`src/rtl/demux_sipo8_pkg.sv`:
```
// rtl/demux_sipo8_pkg.sv - shared constants for the serial-to-parallel demux
package demux_sipo8_pkg;

    localparam int   N_DEFAULT     = 8;
    localparam int   SEL_W_DEFAULT = $clog2(N_DEFAULT);
    localparam logic Y_RESET_BIT   = 1'b0;

endpackage

```
`src/rtl/demux_sipo8_decoder3to8.sv`:
```
// rtl/demux_sipo8_decoder3to8.sv - enable-gated one-hot select decoder
module decoder3to8 #(
    parameter int SEL_W = 3,
    parameter int N     = 1 << SEL_W
) (
    input  logic [SEL_W-1:0] sel_i,
    input  logic             en_i,
    output logic [N-1:0]     onehot_o
);

    always_comb begin
        onehot_o = '0;
        if (en_i) begin
            onehot_o[sel_i] = 1'b1;
        end
    end

endmodule

```
`src/rtl/demux_sipo8.sv`:
```
// rtl/demux_sipo8.sv - 1-to-8 serial demux assembling bits into a parallel word
module demux_sipo8
    import demux_sipo8_pkg::*;
#(
    parameter int   N     = N_DEFAULT,
    localparam int  SEL_W = $clog2(N)
) (
    input  logic             clk,
    input  logic             rst,
    input  logic             En,
    input  logic             clr,
    input  logic             d,
    output logic [SEL_W-1:0] W,
    output logic [0:N-1]     Y,
    output logic             valid,
    output logic             busy
);

    logic [SEL_W-1:0] w_q, w_d;
    logic [0:N-1]     s_q, s_d;
    logic [0:N-1]     y_q, y_d;
    logic             valid_q, valid_d;
    logic [N-1:0]     bit_we;
    logic [0:N-1]     s_wr;
    logic             last_pos;

    decoder3to8 #(
        .SEL_W (SEL_W),
        .N     (N)
    ) u_dec (
        .sel_i    (w_q),
        .en_i     (En & ~clr),
        .onehot_o (bit_we)
    );

    assign last_pos = (w_q == SEL_W'(N - 1));

    always_comb begin
        s_wr = s_q;
        for (int i = 0; i < N; i++) begin
            if (bit_we[i]) begin
                s_wr[i] = d;
            end
        end
    end

    always_comb begin
        w_d     = w_q;
        s_d     = s_q;
        y_d     = y_q;
        valid_d = 1'b0;
        if (clr) begin
            w_d = '0;
            s_d = '0;
        end else if (En) begin
            if (last_pos) begin
                // Final bit goes straight into Y alongside the shadow bits
                y_d     = s_wr;
                s_d     = '0;
                w_d     = '0;
                valid_d = 1'b1;
            end else begin
                s_d = s_wr;
                w_d = w_q + SEL_W'(1);
            end
        end
    end

    always_ff @(posedge clk or posedge rst) begin
        if (rst) begin
            w_q     <= '0;
            s_q     <= '0;
            y_q     <= {N{Y_RESET_BIT}};
            valid_q <= 1'b0;
        end else begin
            w_q     <= w_d;
            s_q     <= s_d;
            y_q     <= y_d;
            valid_q <= valid_d;
        end
    end

    assign W     = w_q;
    assign Y     = y_q;
    assign valid = valid_q;
    assign busy  = (w_q != '0);

endmodule
```
`config.mk`:
```
export PLATFORM = sky130hd
export DESIGN_NAME = demux_sipo8
export DESIGN_NICKNAME = d
export VERILOG_FILES = /design/src/rtl/demux_sipo8_pkg.sv /design/src/rtl/demux_sipo8_decoder3to8.sv /design/src/rtl/demux_sipo8.sv
export SDC_FILE = /design/constraint.sdc
export NUM_CORES = 1
export LEC_CHECK = 0
export CAP_MARGIN = 20
export CORE_UTILIZATION = 30
export CTS_CLUSTER_DIAMETER = 200
export DETAILED_ROUTE_END_ITERATION = 10
export RECOVER_POWER = 100
export SETUP_SLACK_MARGIN = 0.2
export SLEW_MARGIN = 30
export SYNTH_ARGS = -nofsm -noshare
export SYNTH_HDL_FRONTEND = slang
export SYNTH_SLANG_ARGS = --single-unit
```
`constraint.sdc`:
```
create_clock -name clk -period 2.17 [get_ports clk]
set_input_delay 0.434 -clock clk [delete_from_list [all_inputs] [get_ports clk]]
set_output_delay 0.434 -clock clk [all_outputs]
set_load 0.1 [all_outputs]
```
### After elaboration in Yosys (flattened, before gate mapping)

Cells that the tools add are included.
W data, S select, Z words.

* add/subtract/negate cells: 1
* $lt $le $gt $ge: 2
* equal/unequal tests: 1
* multiplexer cells: 20
* bitwise gates (word level): 2
* reductions and logical operators: 4

Operators by type and width (count)
* $mux W8: 4
* $mux W1: 12
* $mux W3: 3
* $lt A3 B4 Y1 const B: 1
* $add A3 B1 Y3 const B: 1
* $demux W1 S3: 1
* $eq A3 B3 Y1 const B: 1
* $ge A3 B1 Y1 const B: 1
* $reduce_and A3 Y1: 1
* $reduce_bool A3 Y1: 1
* $reduce_bool A2 Y1: 1
* $and A1 B1 Y1: 1
* $logic_and A1 B1 Y1: 1
* $not A1 Y1: 1

* register bits after elaboration: 20
* bits of input ports: 5

### Longest topological paths before layout

* depth after elaboration: 9
* mapped depth: 7

### Cells and area by module

From an unflattened synthesis, not the netlist that was laid out.

* cells, all modules: 98
* area total of the unflattened synthesis: 1181.1 um2

By module, submodules not included
* demux_sipo8: times used 1, cells each 90, area each 1084.8 um2, sequential area each 500.5 um2
* decoder3to8: times used 1, cells each 8, area each 96.3 um2, sequential area each 0.0 um2

### Worst setup path after synthesis

No wires, ideal clock.

* path type: flip-flop to output port
* start: reg w_q[0] (netlist: W[0])
* end: out busy
* data arrival time: 2.264 ns
* slack: -0.528 ns
* cell stages (with the launch flop): 5
* path buffers: 1
* cell sequence: dfrtp_1 > buf_2 > inv_2 > ha_1 > nand2b_1

* cells in the longest elaborated chain, start to end: 1

Ends and longest elaborated chain
* start, declared: RTL line demux_sipo8.sv:19 `logic [SEL_W-1:0] w_q, w_d;`
* start signal, assigned: RTL line demux_sipo8.sv:76 `w_q <= w_d;`
* $reduce_bool A3 Y1: RTL line demux_sipo8.sv:86 `assign busy = (w_q != '0);`
* end, declared: RTL line demux_sipo8.sv:16 `output logic busy`

Every way passes these cells.

### Worst setup path after layout

* start: reg w_q[0] (netlist: W[0])
* end: reg s_q[3] in the netlist's numbering

* cells in the longest elaborated chain, start to end: 9
* elaborated cells on any way between the ends: 11

Ends and longest elaborated chain
* $lt A3 B4 Y1 (not written as such) / $ge A3 B1 Y1 (equally long branches): RTL line demux_sipo8_decoder3to8.sv:14 `onehot_o[sel_i] = 1'b1;`
* $logic_and A1 B1 Y1 (not written as such): RTL line demux_sipo8_decoder3to8.sv:14
* $mux W1 (not written as such): RTL line demux_sipo8_decoder3to8.sv:14
* $demux W1 S3
* $mux W8: RTL line demux_sipo8_decoder3to8.sv:13 `if (en_i) begin`
* $mux W1: RTL line demux_sipo8.sv:41 `if (bit_we[i]) begin`
* $mux W8 (*): RTL line demux_sipo8.sv:56 `if (last_pos) begin`
* $mux W8 (*): RTL line demux_sipo8.sv:55 `end else if (En) begin`
* $mux W8 (*): RTL line demux_sipo8.sv:52 `if (clr) begin`
* end signal, assigned: RTL line demux_sipo8.sv:72 `s_q <= '0;`
* end signal, assigned: RTL line demux_sipo8.sv:77 `s_q <= s_d;`
* end, declared: RTL line demux_sipo8.sv:20 `logic [0:N-1] s_q, s_d;`

Every way passes the cells marked *; elsewhere a longest branch is shown, timed or not. The select of a mux whose other input is x is not followed.
A chain may end at the register's enable or synchronous reset.

==> results.md <==
- Post-route minimum period: roughly 1.9 ns
- Ys async rst share: 100%
- H-tree depth: 1
- # port buffers: 17
- GR Util All Layers: 13.1%
- Iter 0 DRT Violations: 47
- Switching pwr: around 0.25 mW
- Worst-Margin Slew: 1.13 ns
- Starting Density: approximately a third
- GP Congestion: approximately 0.8
- CP required: 2.42 ns
- Internal power: just over 0.6 mW
- Top FF cell, synth: dfrtp_1
- CTS resizes: 0
- Flop pwr share: between 40% and 50%
- CP Max Fanout: 7
- Endpoints failing setup: 0
- Post-Syn Instances: 113
- Die Y: 62.3 um
- Largest net degree at the start of global routing: 21
- Cell Chain, Critical Path: ha_1 -> ha_1 -> and4bb_1 -> or3b_1 -> a21oi_1
- Fmax: approximately 0.52 GHz
- Post-Layout Cell Count: approximately 180
- Clock power share: between 30 and 40%
- Final Hold Viols: 0
- Relative slew slack: between 20 and 25%
- Routed wire length: 2.25 mm
- Post-DP Area: between 1000 and 1500 sq um
- Layout area overhead: 21.7%
- Worst clock skew: 0.00206 ns
- Largest stage delay on the critical path: 0.49 ns
- Fin. max-slew vios: 0
- WP buf/inv: 0
- First-pass GRT wire length: between 4 and 5 mm
- Post-CTS Setup Bufs: 0
- Most frequent cells in the layout: 17 x dfrtp_1, 13 x nor2_1, 12 x clkbuf_2, 9 x a21oi_1, 8 x nand3_1
- Syn Area/Cell: 9.66 sq um
- TNS Setup: 0 ns
- CTS root buf: clkbuf_4
- Core region area: about 3400 sq um
- Final ANT Viol Nets: 0
- Type of the worst setup path: flop to flop
- CP Capture Type: flop
- Io pins: 18
- Placement row count: 21
- Crit path max-delay family: simple AND/OR/NAND/NOR gates
- Initial antenna violation count: 0
- Hold Crit Class: flop to flop
- Leakage: 0.577 nW
- Sw frac: ~29%
- DRC: 0
- First-pass iteration count of the detailed router: 5
- Register area share after synthesis: between 40% and 50%
- Unique masters post-synth: 31
- Hold_ws: between 0.5 and 0.6 ns
- CTS tree: done
- Hold Buf Count CTS: 0
- Dpl hpwl: roughly 1.6 mm
- Final setup margin: roughly 0.26 ns
- Leading cell type in the layout, fill and taps excluded: dfrtp_1
- Width of the die: approximately 62 um
- Cell area after layout: between 1000 and 1500 sq um
- Placed cells: 175
- Vias in the first global route: 887
- Outcome: finished clean
- PD cells: 652 nW/um^2
- Clock tree buffer depth: 2
- Final worst path period share: between 80% and 90%
- Vias per cell: between 4 and 5
- Vias: a little under 900
- Number of clock sinks: 20
- Cts bufs inserted: 3
- Worst-path clk slew: between 0.1 and 0.15 ns
- Overall Power: ~0.87 mW
- Critical path arrival: around 2.2 ns
- Logic pwr share: approximately 19%
- Max-capacitance violation count: 0
- Syn nets: approximately 120
- GRT overflow: 0
- Skew-Pair Late Insertion Delay: ~0.31 ns
- Unrepaired setup endpoints after global routing: false
- Ratio of cells with drive above 1 in the final layout: 22.6%
- Most Frequent Cell on Critical Path: ha_1
- Final Util: between 30 and 40%
- Ys Warns: 0
- Mapped Area: around 1100 sq um
- Post-placement setup slack: ~0.18 ns
- Max VDD drop: approximately 0.00054 V
- Setup slack, reg-to-reg: ~0.26 ns
- Seq cells post-synth: 20
- Critical-path top delay cell: dfrtp_4
- Post-synth EDFFs: 0
- ANT cells: 0
- Final net count: between 100 and 150
- Die area: 3880 sq um
- Avg WL per Cell: around 13 um
- Crit start category: flop
[per-layer routing]
metal / part of all wire (%) / vias to the layer above / global-route usage, %
li1: - / 453 / -
met1: 51 / 413 / 18.6
met2: 44 / 24 / 19.9
met3: 4.4 / 2 / 4.04
met4: 0.31 / 0 / 1.74
met5: 0 / - / 0
[synth_stat cells, drive strengths merged (2+ instances only)]
library cell | n | area share, %
a21oi | 9 | 4.1
a31oi | 7 | 4.0
and3b | 2 | 1.6
buf | 7 | 3.9
clkbuf | 2 | 1.0
dfrtp | 20 | 46
ha | 3 | 3.4
inv | 3 | 1.0
mux2i | 4 | 3.7
nand2 | 2 | 0.69
nand2b | 4 | 2.3
nand3 | 8 | 3.7
nand3b | 3 | 2.1
nand4 | 3 | 1.7
nor2 | 13 | 4.5
o211ai | 6 | 4.1
o21ai | 6 | 2.8
or3b | 2 | 1.6
[tightest hold or removal path, stage by stage, from the launching register on]
cell	delay, ns
dfrtp_1	0.36
nor2_1	0.05
a21oi_1	0.10
[layout make-up]
class / count / area (sq um)
Clock inverter: 1 / 30.0
Timing Repair Buffer: 25 / 173
Fill cell: 358 / 2090
Sequential cell: 20 / 509
Inverter: 3 / 11.3
Multi-Input combinational cell: 81 / 524
Clock buffer: 3 / 22.5
Tap cell: 46 / 57.6
[cells by family (layout without fill, tap and decap cells)]
kind of cell               count (synthesis)  count (layout)  share of synthesized area [%]
adders and majority gates                  3               3                           3.44
and+or+nand+nor                           43              43                           23.6
DFF                                       20              20                           45.9
AOI/OAI and AO/OA                         31              31                           17.4
buffers and inverters                     12              32                           5.96
muxes                                      4               4                           3.67
[final timing paths]
check / start / end / cells past startpoint
worst max-delay path: W[0] / s_q[3] / 5
min in group asynchronous: rst / Y[6] / 3
max in group asynchronous: rst / W[0] / 3
worst max register to register: W[0] / s_q[3] / 5
worst min-delay path: Y[0] / Y[0] / 2
worst min register to register: Y[0] / Y[0] / 2
[registers in the layout, indices dropped and copies added, names as in the netlist]
signal	flops
Y	8
valid	1
W	3
s_q	8
[power groups by stage]
stage	Sequential (mW)	Clock, mW	Combinational [mW]
6_report	0.386	0.312	0.167
5_1_grt	0.388	0.334	0.181
4_1_cts	0.387	0.320	0.174
3_5_place_dp	0.394	0	0.173
3_3_place_gp	0.394	0	0.173
2_1_floorplan	0.431	0	0.0857
Power figures use the tool's default switching activity.
